$ cat config.mk
export PLATFORM = sky130hd
export DESIGN_NAME = ascon_round_sequencer_flat
export DESIGN_NICKNAME = d
export VERILOG_FILES = /design/src/rtl/ascon_round_sequencer_pkg.sv /design/src/rtl/ascon_round_sequencer_if.sv /design/src/rtl/ascon_round_sequencer_round.sv /design/src/rtl/ascon_round_sequencer.sv /design/src/flat_wrapper.sv
export SDC_FILE = /design/constraint.sdc
export NUM_CORES = 2
export LEC_CHECK = 0
export ABC_AREA = 1
export BUFFER_PORTS_ARGS = -buffer_cell sky130_fd_sc_hd__buf_2
export CAP_MARGIN = 20
export CORE_ASPECT_RATIO = 1.5
export CORE_UTILIZATION = 35
export DETAILED_ROUTE_END_ITERATION = 16
export GPL_ROUTABILITY_DRIVEN = 0
export GPL_TIMING_DRIVEN = 0
export PLACE_DENSITY = 0.55
export REMOVE_ABC_BUFFERS = 1
export SYNTH_ARGS = -nofsm -noshare
export SYNTH_HDL_FRONTEND = slang
export SYNTH_SLANG_ARGS = --single-unit
$ cat constraint.sdc
create_clock -name clock_i -period 3.67 [get_ports clock_i]
set_clock_uncertainty 0.1 [all_clocks]
set_input_delay 0.367 -clock clock_i [delete_from_list [all_inputs] [get_ports clock_i]]
set_output_delay 0.367 -clock clock_i [all_outputs]
set_load 0.005 [all_outputs]
$ cat src/rtl/ascon_round_sequencer_pkg.sv
// Shared ASCON definitions for the round sequencer: state type, round constants,
// sequencer FSM encoding and round-index bounds.
package ascon_pack;

  typedef logic [4:0][63:0] type_state;

  typedef enum logic [1:0] {
    IDLE = 2'd0,
    RUN  = 2'd1,
    DONE = 2'd2
  } type_seq_state;

  localparam logic [3:0] ROUND_FIRST_P12 = 4'd0;
  localparam logic [3:0] ROUND_FIRST_P6  = 4'd6;
  localparam logic [3:0] ROUND_LAST      = 4'd11;

  localparam logic [7:0] round_constant [0:11] = '{
    8'hf0, 8'he1, 8'hd2, 8'hc3, 8'hb4, 8'ha5,
    8'h96, 8'h87, 8'h78, 8'h69, 8'h5a, 8'h4b
  };

  function automatic logic [63:0] rotr64(input logic [63:0] v, input int unsigned n);
    logic [127:0] w_dbl;
    w_dbl = {v, v} >> n;
    return w_dbl[63:0];
  endfunction

endpackage

$ cat src/rtl/ascon_round_sequencer_if.sv
// Request/result bundle between the ASCON mode FSM (master) and the round sequencer (slave).
interface ascon_round_sequencer_if;
  import ascon_pack::*;

  logic      start_i;
  logic      mode_i;
  type_state state_i;
  logic      ready_o;
  logic      valid_o;
  type_state state_o;
  logic [3:0] round_o;

  modport master (output start_i, mode_i, state_i,
                  input  ready_o, valid_o, state_o, round_o);
  modport slave  (input  start_i, mode_i, state_i,
                  output ready_o, valid_o, state_o, round_o);

endinterface

$ cat src/rtl/ascon_round_sequencer_round.sv
// One ASCON round, purely combinational: constant addition, 5-bit S-box layer
// (bit-sliced), then the per-word linear diffusion.
module permutation_round
  import ascon_pack::*;
(
  input  type_state  state_i,
  input  logic [3:0] round_i,
  output type_state  state_o
);

  logic [7:0]  w_rc;
  logic [63:0] w_x0, w_x1, w_x2, w_x3, w_x4;
  logic [63:0] w_t0, w_t1, w_t2, w_t3, w_t4;

  // Round function datapath
  always_comb begin
    w_rc = 8'h00;
    if (round_i <= ROUND_LAST) begin
      w_rc = round_constant[round_i];
    end else begin
      w_rc = 8'h00;
    end

    w_x0 = state_i[0];
    w_x1 = state_i[1];
    w_x2 = state_i[2] ^ {56'h0, w_rc};
    w_x3 = state_i[3];
    w_x4 = state_i[4];

    w_x0 = w_x0 ^ w_x4;
    w_x4 = w_x4 ^ w_x3;
    w_x2 = w_x2 ^ w_x1;
    w_t0 = ~w_x0 & w_x1;
    w_t1 = ~w_x1 & w_x2;
    w_t2 = ~w_x2 & w_x3;
    w_t3 = ~w_x3 & w_x4;
    w_t4 = ~w_x4 & w_x0;
    w_x0 = w_x0 ^ w_t1;
    w_x1 = w_x1 ^ w_t2;
    w_x2 = w_x2 ^ w_t3;
    w_x3 = w_x3 ^ w_t4;
    w_x4 = w_x4 ^ w_t0;
    w_x1 = w_x1 ^ w_x0;
    w_x0 = w_x0 ^ w_x4;
    w_x3 = w_x3 ^ w_x2;
    w_x2 = ~w_x2;

    state_o[0] = w_x0 ^ rotr64(w_x0, 19) ^ rotr64(w_x0, 28);
    state_o[1] = w_x1 ^ rotr64(w_x1, 61) ^ rotr64(w_x1, 39);
    state_o[2] = w_x2 ^ rotr64(w_x2, 1)  ^ rotr64(w_x2, 6);
    state_o[3] = w_x3 ^ rotr64(w_x3, 10) ^ rotr64(w_x3, 17);
    state_o[4] = w_x4 ^ rotr64(w_x4, 7)  ^ rotr64(w_x4, 41);
  end

endmodule

$ cat src/rtl/ascon_round_sequencer.sv
// Iterative ASCON p^12 / p^6 engine: 320-bit state register stepped one round per clock.
// Optional build macro ASCON_UNROLL2_EN chains two round instances (two rounds per clock).
module ascon_round_sequencer
  import ascon_pack::*;
(
  input  logic                     clock_i,
  input  logic                     resetb_i,
  ascon_round_sequencer_if.slave   bus
);

  type_seq_state r_fsm;
  logic [3:0]    r_round_cnt;
  type_state     r_state;
  logic          r_ready;
  logic          r_valid;
  type_state     w_next;

`ifdef ASCON_UNROLL2_EN
  localparam logic [3:0] ROUND_STEP = 4'd2;
  localparam logic [3:0] ROUND_EXIT = ROUND_LAST - 4'd1;

  type_state  w_mid;
  logic [3:0] w_round_b;

  assign w_round_b = r_round_cnt + 4'd1;

  permutation_round u_round_a (.state_i(r_state), .round_i(r_round_cnt), .state_o(w_mid));
  permutation_round u_round_b (.state_i(w_mid),   .round_i(w_round_b),   .state_o(w_next));
`else
  localparam logic [3:0] ROUND_STEP = 4'd1;
  localparam logic [3:0] ROUND_EXIT = ROUND_LAST;

  permutation_round u_round_a (.state_i(r_state), .round_i(r_round_cnt), .state_o(w_next));
`endif

  // Sequencer FSM with registered handshake outputs; reset aborts any running permutation
  always_ff @(posedge clock_i or negedge resetb_i) begin
    if (!resetb_i) begin
      r_fsm       <= IDLE;
      r_round_cnt <= 4'd0;
      r_state     <= '0;
      r_ready     <= 1'b1;
      r_valid     <= 1'b0;
    end else begin
      case (r_fsm)
        IDLE, DONE: begin
          if (bus.start_i) begin
            r_state     <= bus.state_i;
            r_round_cnt <= bus.mode_i ? ROUND_FIRST_P6 : ROUND_FIRST_P12;
            r_fsm       <= RUN;
            r_ready     <= 1'b0;
            r_valid     <= 1'b0;
          end
        end
        RUN: begin
          r_state <= w_next;
          if (r_round_cnt == ROUND_EXIT) begin
            r_fsm   <= DONE;
            r_ready <= 1'b1;
            r_valid <= 1'b1;
          end else begin
            r_round_cnt <= r_round_cnt + ROUND_STEP;
          end
        end
        default: begin
          r_fsm   <= IDLE;
          r_ready <= 1'b1;
          r_valid <= 1'b0;
        end
      endcase
    end
  end

  assign bus.ready_o = r_ready;
  assign bus.valid_o = r_valid;
  assign bus.state_o = r_state;
  assign bus.round_o = r_round_cnt;

endmodule

$ cat src/flat_wrapper.sv
// flat-port wrapper written by rule: the top's interface ports become plain ports
module ascon_round_sequencer_flat import ascon_pack::*;
  (clock_i, resetb_i, bus_start_i, bus_mode_i, bus_state_i, bus_ready_o, bus_valid_o, bus_state_o, bus_round_o);
  ascon_round_sequencer_if bus_i ();
  input  logic clock_i;
  input  logic resetb_i;
  input wire logic [$bits(bus_i.start_i)-1:0] bus_start_i;
  input wire logic [$bits(bus_i.mode_i)-1:0] bus_mode_i;
  input wire logic [$bits(bus_i.state_i)-1:0] bus_state_i;
  output wire logic [$bits(bus_i.ready_o)-1:0] bus_ready_o;
  output wire logic [$bits(bus_i.valid_o)-1:0] bus_valid_o;
  output wire logic [$bits(bus_i.state_o)-1:0] bus_state_o;
  output wire logic [$bits(bus_i.round_o)-1:0] bus_round_o;
  assign bus_i.start_i = bus_start_i;
  assign bus_i.mode_i = bus_mode_i;
  assign bus_i.state_i = bus_state_i;
  assign bus_ready_o = bus_i.ready_o;
  assign bus_valid_o = bus_i.valid_o;
  assign bus_state_o = bus_i.state_o;
  assign bus_round_o = bus_i.round_o;
  ascon_round_sequencer u_core (.clock_i(clock_i), .resetb_i(resetb_i), .bus(bus_i));
endmodule
Yosys cells after proc, flatten, opt, wreduce, memory -nomap -nowiden
Memory sizes are Yosys's and may differ from the RTL's.
Index checks and enable logic that the tools add are counted.
{ "op_classes": {"n_eq_ne": 6, "n_reduce_logical": 6, "n_lt_le_gt_ge": 2, "n_bitwise": 34, "addsub": 1, "n_mux": 16} }
{ "op_table": {"columns": ["op", "count"], "rows": [
  ["$xor A64 B64 Y64", 21],
  ["$pmux W320 S2", 1],
  ["$not A64 Y64", 6],
  ["$and A64 B64 Y64", 5],
  ["$mux W320", 1],
  ["$xor A64 B8 Y64", 1],
  ["$mux W8", 3],
  ["$mux W4", 2],
  ["$pmux W4 S2", 1],
  ["$ge A5 B5 Y1 const B", 1],
  ["$not A4 Y5", 1],
  ["$add A4 B1 Y4 const B", 1],
  ["$eq A4 B4 Y1 const B", 1],
  ["$le A4 B4 Y1 const B", 1],
  ["$mux W2", 2],
  ["$ne A2 B2 Y1 const B", 2],
  ["$pmux W1 S2", 2],
  ["$pmux W2 S2", 1],
  ["$reduce_and A2 Y1", 2],
  ["$mux W3", 1],
  ["$reduce_and A3 Y1", 1],
  ["$eq A2 B1 Y1 const B", 1],
  ["$eq A2 B2 Y1 const B", 1],
  ["$logic_not A2 Y1", 1],
  ["other kinds (4)", 5]
]} }
{ "totals": {"n_memories": 1, "romBits": 128, "register_bits": 328} }
{ "mem_list": {"columns": ["name", "words", "word_bits", "read_ports", "rd_clocked_by_memory_dff", "wr", "line_no", "rtl"], "rows": [
  ["(name not given)", 16, 8, 1, 0, 0, "ascon_round_sequencer_round.sv:19", "w_rc = round_constant[round_i];"]
]} }

Logic depth before layout (Yosys ltp)
{ "logic_depth": {"ltp_word": 14, "depth_mapped": 19} }

Cells and area by module
From an unflattened synthesis, not the netlist that was laid out.
{ "unflattened": {"hier_cells": 6013, "hier_area_um2": 36378.6} }
{ "by_module_without_submodules": {"columns": ["module", "area_per_inst_um2", "cells_each", "seq_area_each_um2", "instances"], "rows": [
  ["permutation_round", 21035.2, 4189, 0.0, 1],
  ["ascon_round_sequencer", 15343.5, 1824, 8184.1, 1]
]} }

Least setup slack after synthesis
OpenSTA, ideal clock, no wires.
{ "synth_timing": {"path_type": "register to register", "start": "register u_core.r_round_cnt[2] (netlist: u_core.bus.round_o[2])", "end": "register u_core.r_state, in the netlist u_core.bus.state_o[195]", "arrival_ps": 2016, "slack_ps": 1438, "synth_period_minus_slack_ps": 2232, "path_buffers": 1, "stages_incl_launch_ff": 15, "setup_ps": 116, "required_ps": 3454, "cell_sequence": "dfrtp_1 > buf_4 > inv_1 > nand2_1 > inv_1 > nand2_1 > and2_1 > ha_1 > xnor2_2 > xor2_1 > nand2_1 > nand3_1 > nand3_1 > nand2_1 > nand2_1"} }
{ "synth_between": {"elab_chain_len": 12} }
{ "synth_rtl": {"columns": ["item", "line_no", "rtl"], "rows": [
  ["start: declaration", "ascon_round_sequencer.sv:12", "logic [3:0] r_round_cnt;"],
  ["start signal: assignment", "ascon_round_sequencer.sv:49", "r_round_cnt <= bus.mode_i ? ROUND_FIRST_P6 : ROUND_FIRST_P12;"],
  ["start signal: assignment", "ascon_round_sequencer.sv:62", "r_round_cnt <= r_round_cnt + ROUND_STEP;"],
  ["$not A4 Y5 (not written as such)", "ascon_round_sequencer_round.sv:19", null],
  ["$mem_v2 Z16 W8", null, null],
  ["$mux W8 (not written as such) (2 in a row)", "ascon_round_sequencer_round.sv:19", null],
  ["$mux W8 *", "ascon_round_sequencer_round.sv:18", "if (round_i <= ROUND_LAST) begin"],
  ["$xor A64 B8 Y64 *", "ascon_round_sequencer_round.sv:26", "w_x2 = state_i[2] ^ {56'h0, w_rc};"],
  ["$xor A64 B64 Y64 *", "ascon_round_sequencer_round.sv:32", "w_x2 = w_x2 ^ w_x1;"],
  ["$xor A64 B64 Y64 *", "ascon_round_sequencer_round.sv:40", "w_x2 = w_x2 ^ w_t3;"],
  ["$xor A64 B64 Y64 *", "ascon_round_sequencer_round.sv:45", "w_x3 = w_x3 ^ w_x2;"],
  ["$xor A64 B64 Y64 * (2 in a row)", "ascon_round_sequencer_round.sv:51", "state_o[3] = w_x3 ^ rotr64(w_x3, 10) ^ rotr64(w_x3, 17);"],
  ["$pmux W320 S2 *", "ascon_round_sequencer.sv:45", "case (r_fsm)"],
  ["end signal: assignment", "ascon_round_sequencer.sv:48", "r_state <= bus.state_i;"],
  ["end signal: assignment", "ascon_round_sequencer.sv:56", "r_state <= w_next;"],
  ["end: declaration", "ascon_round_sequencer.sv:13", "type_state r_state;"]
]} }
Mark *: on every way between the ends. The rest lies on a longest branch, timed or not. The select of a mux whose other input is x is not followed.
A chain may end at the register's enable or synchronous reset.

Worst setup path after layout
{ "layout_timing": {"start": "register u_core.r_round_cnt[2] (netlist: u_core.bus.round_o[2])", "end": "register u_core.r_state, in the netlist u_core.bus.state_o[188]"} }
{ "layout_between": {"elab_chain_len": 11} }
{ "layout_rtl": {"columns": ["item", "line_no", "rtl"], "rows": [
  ["$not A4 Y5 (not written as such)", "ascon_round_sequencer_round.sv:19", null],
  ["$mem_v2 Z16 W8", null, null],
  ["$mux W8 (not written as such) (2 in a row)", "ascon_round_sequencer_round.sv:19", null],
  ["$mux W8 *", "ascon_round_sequencer_round.sv:18", null],
  ["$xor A64 B8 Y64 *", "ascon_round_sequencer_round.sv:26", null],
  ["$xor A64 B64 Y64 *", "ascon_round_sequencer_round.sv:32", null],
  ["$xor A64 B64 Y64 *", "ascon_round_sequencer_round.sv:40", null],
  ["$not A64 Y64 *", "ascon_round_sequencer_round.sv:46", "w_x2 = ~w_x2;"],
  ["$xor A64 B64 Y64 *", "ascon_round_sequencer_round.sv:50", "state_o[2] = w_x2 ^ rotr64(w_x2, 1) ^ rotr64(w_x2, 6);"],
  ["$pmux W320 S2 *", "ascon_round_sequencer.sv:45", null]
]} }
Marked as above.

==> metrics.txt <==
ys flop type=dfrtp_1; DR pass1 iterations=9; Mapped Cells=6011; max_slew headroom=0.132; Die H=389 um; 1st-iter DRT viols=5160; H-tree depth=2; dpl hpwl=166 mm; core area=98800 um2; routed via count=43600; RR Endpoint=u_core.bus.state_o[188]; clock latency on the worst-skew pair=0.63 ns; slew of the pin with the lowest slew margin=1.30 ns; drc violations=0; Reg2Reg Launch Point=u_core.bus.round_o[2]; wire length per cell=25.2 um; dpl cells=7834; post-synth top area share=0.305; clock slew at reported path FFs=0.07 ns; max_cap viols=0; Port Buffers=649; fin cells=8111; routed vias/inst=5.38; clk root buf=clkbuf_16; antenna cells=0; EDFF count, synth=0; DRT antenna net count=0; CP Launch Point=u_core.bus.round_o[2]; library cells used by synthesis=41; reg2reg setup slack=-0.06 ns; # rows=141; hold slack=-0.00424 ns; sequential share of the synthesized area=0.234; Sink Count=327; Worst Reg-to-Reg Cells=10; status=complete, but fails checks; fmax=0.268 GHz; cell area after placement=39800 um2; full die area=101000 um2; vias in the first global route=38900; Place WS=-1.31 ns; Die X=260 um; CP Capture Type=flip-flop; nets=7248; post-synthesis register bit count=327; syn_area_per_cell=5.82 um2; Boundary Pins=650; unrepaired setup endpoints after global routing=false; TritonCTS clock tree=yes; final setup fails=1; crit start category=flip-flop; Max Slew Vio Count=0; GRT Overall Usage=0.389; synth warn=0; Synth-to-Final Area Change=24.0%; critical path class=flip-flop to flip-flop; first-pass GRT wire length=278 mm; share of layout cells above drive strength 1=0.137; Tmin final=3.73 ns; Hold Crit Class=input port to flip-flop; Tcrit/Tclk final=1.02; failing checks=hold timing, setup timing; Initial Utilization=0.354; post-synthesis cell type with the largest combined area=nand2_1; Clock Path Buffers=3; largest net degree at the start of global routing=101; Inserted Clock Buffers=41; WL final=204 mm; Req. time, crit path=4.11 ns; critical path arrival=4.17 ns; synth top area cells=nand2_1 30%, dfrtp_1 23%, nand3_1 9.5%, inv_1 6.5%, xor2_1 5.9%; fin area=43400 um2; setup slack after layout=-0.0584 ns; final hold vios=3; GRT overflow=0; critical path capture point=u_core.bus.state_o[188]; crit-path max FO=7; Synth Cell Area=35000 um2; initial antenna violation count=2; ys async rst share=1.00
flip-flops by register name, indices dropped and copies added (netlist names):
signal and cells:
u_core.bus.round_o 4, u_core.bus.valid_o 1, u_core.bus.state_o 320, u_core.bus.ready_o 1, u_core.r_fsm 1
final cells by class:
| type | instances | area, um2 |
|---|---|---|
| Tap cell | 1287 | 1610 |
| Timing Repair Buffer | 879 | 5960 |
| Fill cell | 10800 | 55400 |
| Clock buffer | 55 | 1160 |
| Clock inverter | 17 | 233 |
| Inverter | 629 | 2390 |
| Sequential cell | 327 | 8180 |
| Timing Repair inverter | 1 | 8.76 |
| Multi-Input combinational cell | 4916 | 23900 |
cells in the final DEF (no fill, tap or decap), types with 10 or more instances in the layout:
cell	instances
nand2_2	83
o21ai_0	122
dlygate4sd3_1	195
nor3_1	23
xnor2_1	111
inv_1	607
nand2_1	2841
buf_16	10
a21oi_1	138
o21ai_2	16
buf_2	648
xnor2_2	30
nand3_1	663
o221ai_1	21
o21ai_1	48
clkbuf_16	42
buf_12	17
dfrtp_1	326
ha_1	129
o22ai_1	35
xor2_1	235
xor2_2	19
inv_2	20
nor2_1	368
synthesized netlist by cell type, types with 23 or more instances:
| library cell | n |
|---|---|
| dfrtp_1 | 326 |
| clkbuf_1 | 62 |
| xnor2_1 | 112 |
| a21oi_1 | 138 |
| nand3_1 | 663 |
| o21ai_0 | 122 |
| nand2_2 | 84 |
| xor2_1 | 236 |
| ha_1 | 129 |
| nor2_1 | 371 |
| nand2_1 | 2841 |
| nor3_1 | 23 |
| buf_2 | 67 |
| o21ai_1 | 48 |
| o22ai_1 | 35 |
| inv_1 | 608 |
| xnor2_2 | 29 |
per-stage QoR:
stage          hold slack, ns  TNS (ns)  utilization
6_report             -0.00424   -0.0584        0.439
5_1_grt                0.0149         0        0.439
4_1_cts              0.000316         0        0.439
3_5_place_dp            0.287   -202.84        0.403
3_3_place_gp            0.371         -        0.397
2_1_floorplan         -0.0286  -9035.49            -
what timing repair did:
action                     4_1_cts  5_1_grt
pin swaps                        1        1
setup buffers                    1        0
hold endpoints to repair       259        0
setup endpoints to repair      284       45
gates resized for setup          7        2
cloned                           5        2
hold buffers                   195        0
layer usage:
| metal | routed length [um] | GRT usage | vias to the layer above |
|---|---|---|---|
| li1 | - | - | 20300 |
| met1 | 73000 | 0.449 | 20300 |
| met2 | 87900 | 0.596 | 2437 |
| met3 | 19900 | 0.0795 | 630 |
| met4 | 23500 | 0.368 | 4 |
| met5 | 27 | 0 | - |
how the worst min path moves through the flow:
stage / depth (start not counted) / endpoint / slack [ns] / from
after floorplan: 0 / u_core.bus.round_o[0] / -0.03 / resetb_i
after global placement: 2 / u_core.bus.ready_o / 0.37 / u_core.bus.ready_o
after detailed placement: 1 / u_core.bus.state_o[289] / 0.29 / resetb_i
after global routing: 3 / u_core.bus.state_o[289] / 0.01 / bus_state_i[289]
after CTS: 5 / u_core.bus.state_o[2] / 0.0003 / bus_state_i[2]
final: 5 / u_core.bus.state_o[43] / -0.004 / bus_state_i[43]
logic make-up (layout without fill, tap and decap cells):
family | Yosys count | after routing | share of synthesized area
adder cells (fa/ha/maj) | 129 | 129 | 0.0461
XOR/XNOR | 398 | 398 | 0.111
AO/OA/AOI/OAI | 388 | 388 | 0.0614
buffers and inverters | 770 | 1581 | 0.0862
AND/OR/NAND/NOR | 3999 | 4001 | 0.461
flip-flops | 327 | 327 | 0.234
critical path, stage by stage (launching register included):
cell	delay, ns
dfrtp_1	0.62
inv_1	0.19
o21ai_1	0.64
nand2_1	0.11
inv_1	0.10
ha_1	0.25
xnor2_2	0.55
xor2_1	0.53
xor2_1	0.32
nor2_1	0.07
o21ai_0	0.16
Power is left out: the tool's default activity adds up to more than one toggle a clock period on the data nets, which glitch-free logic cannot reach.
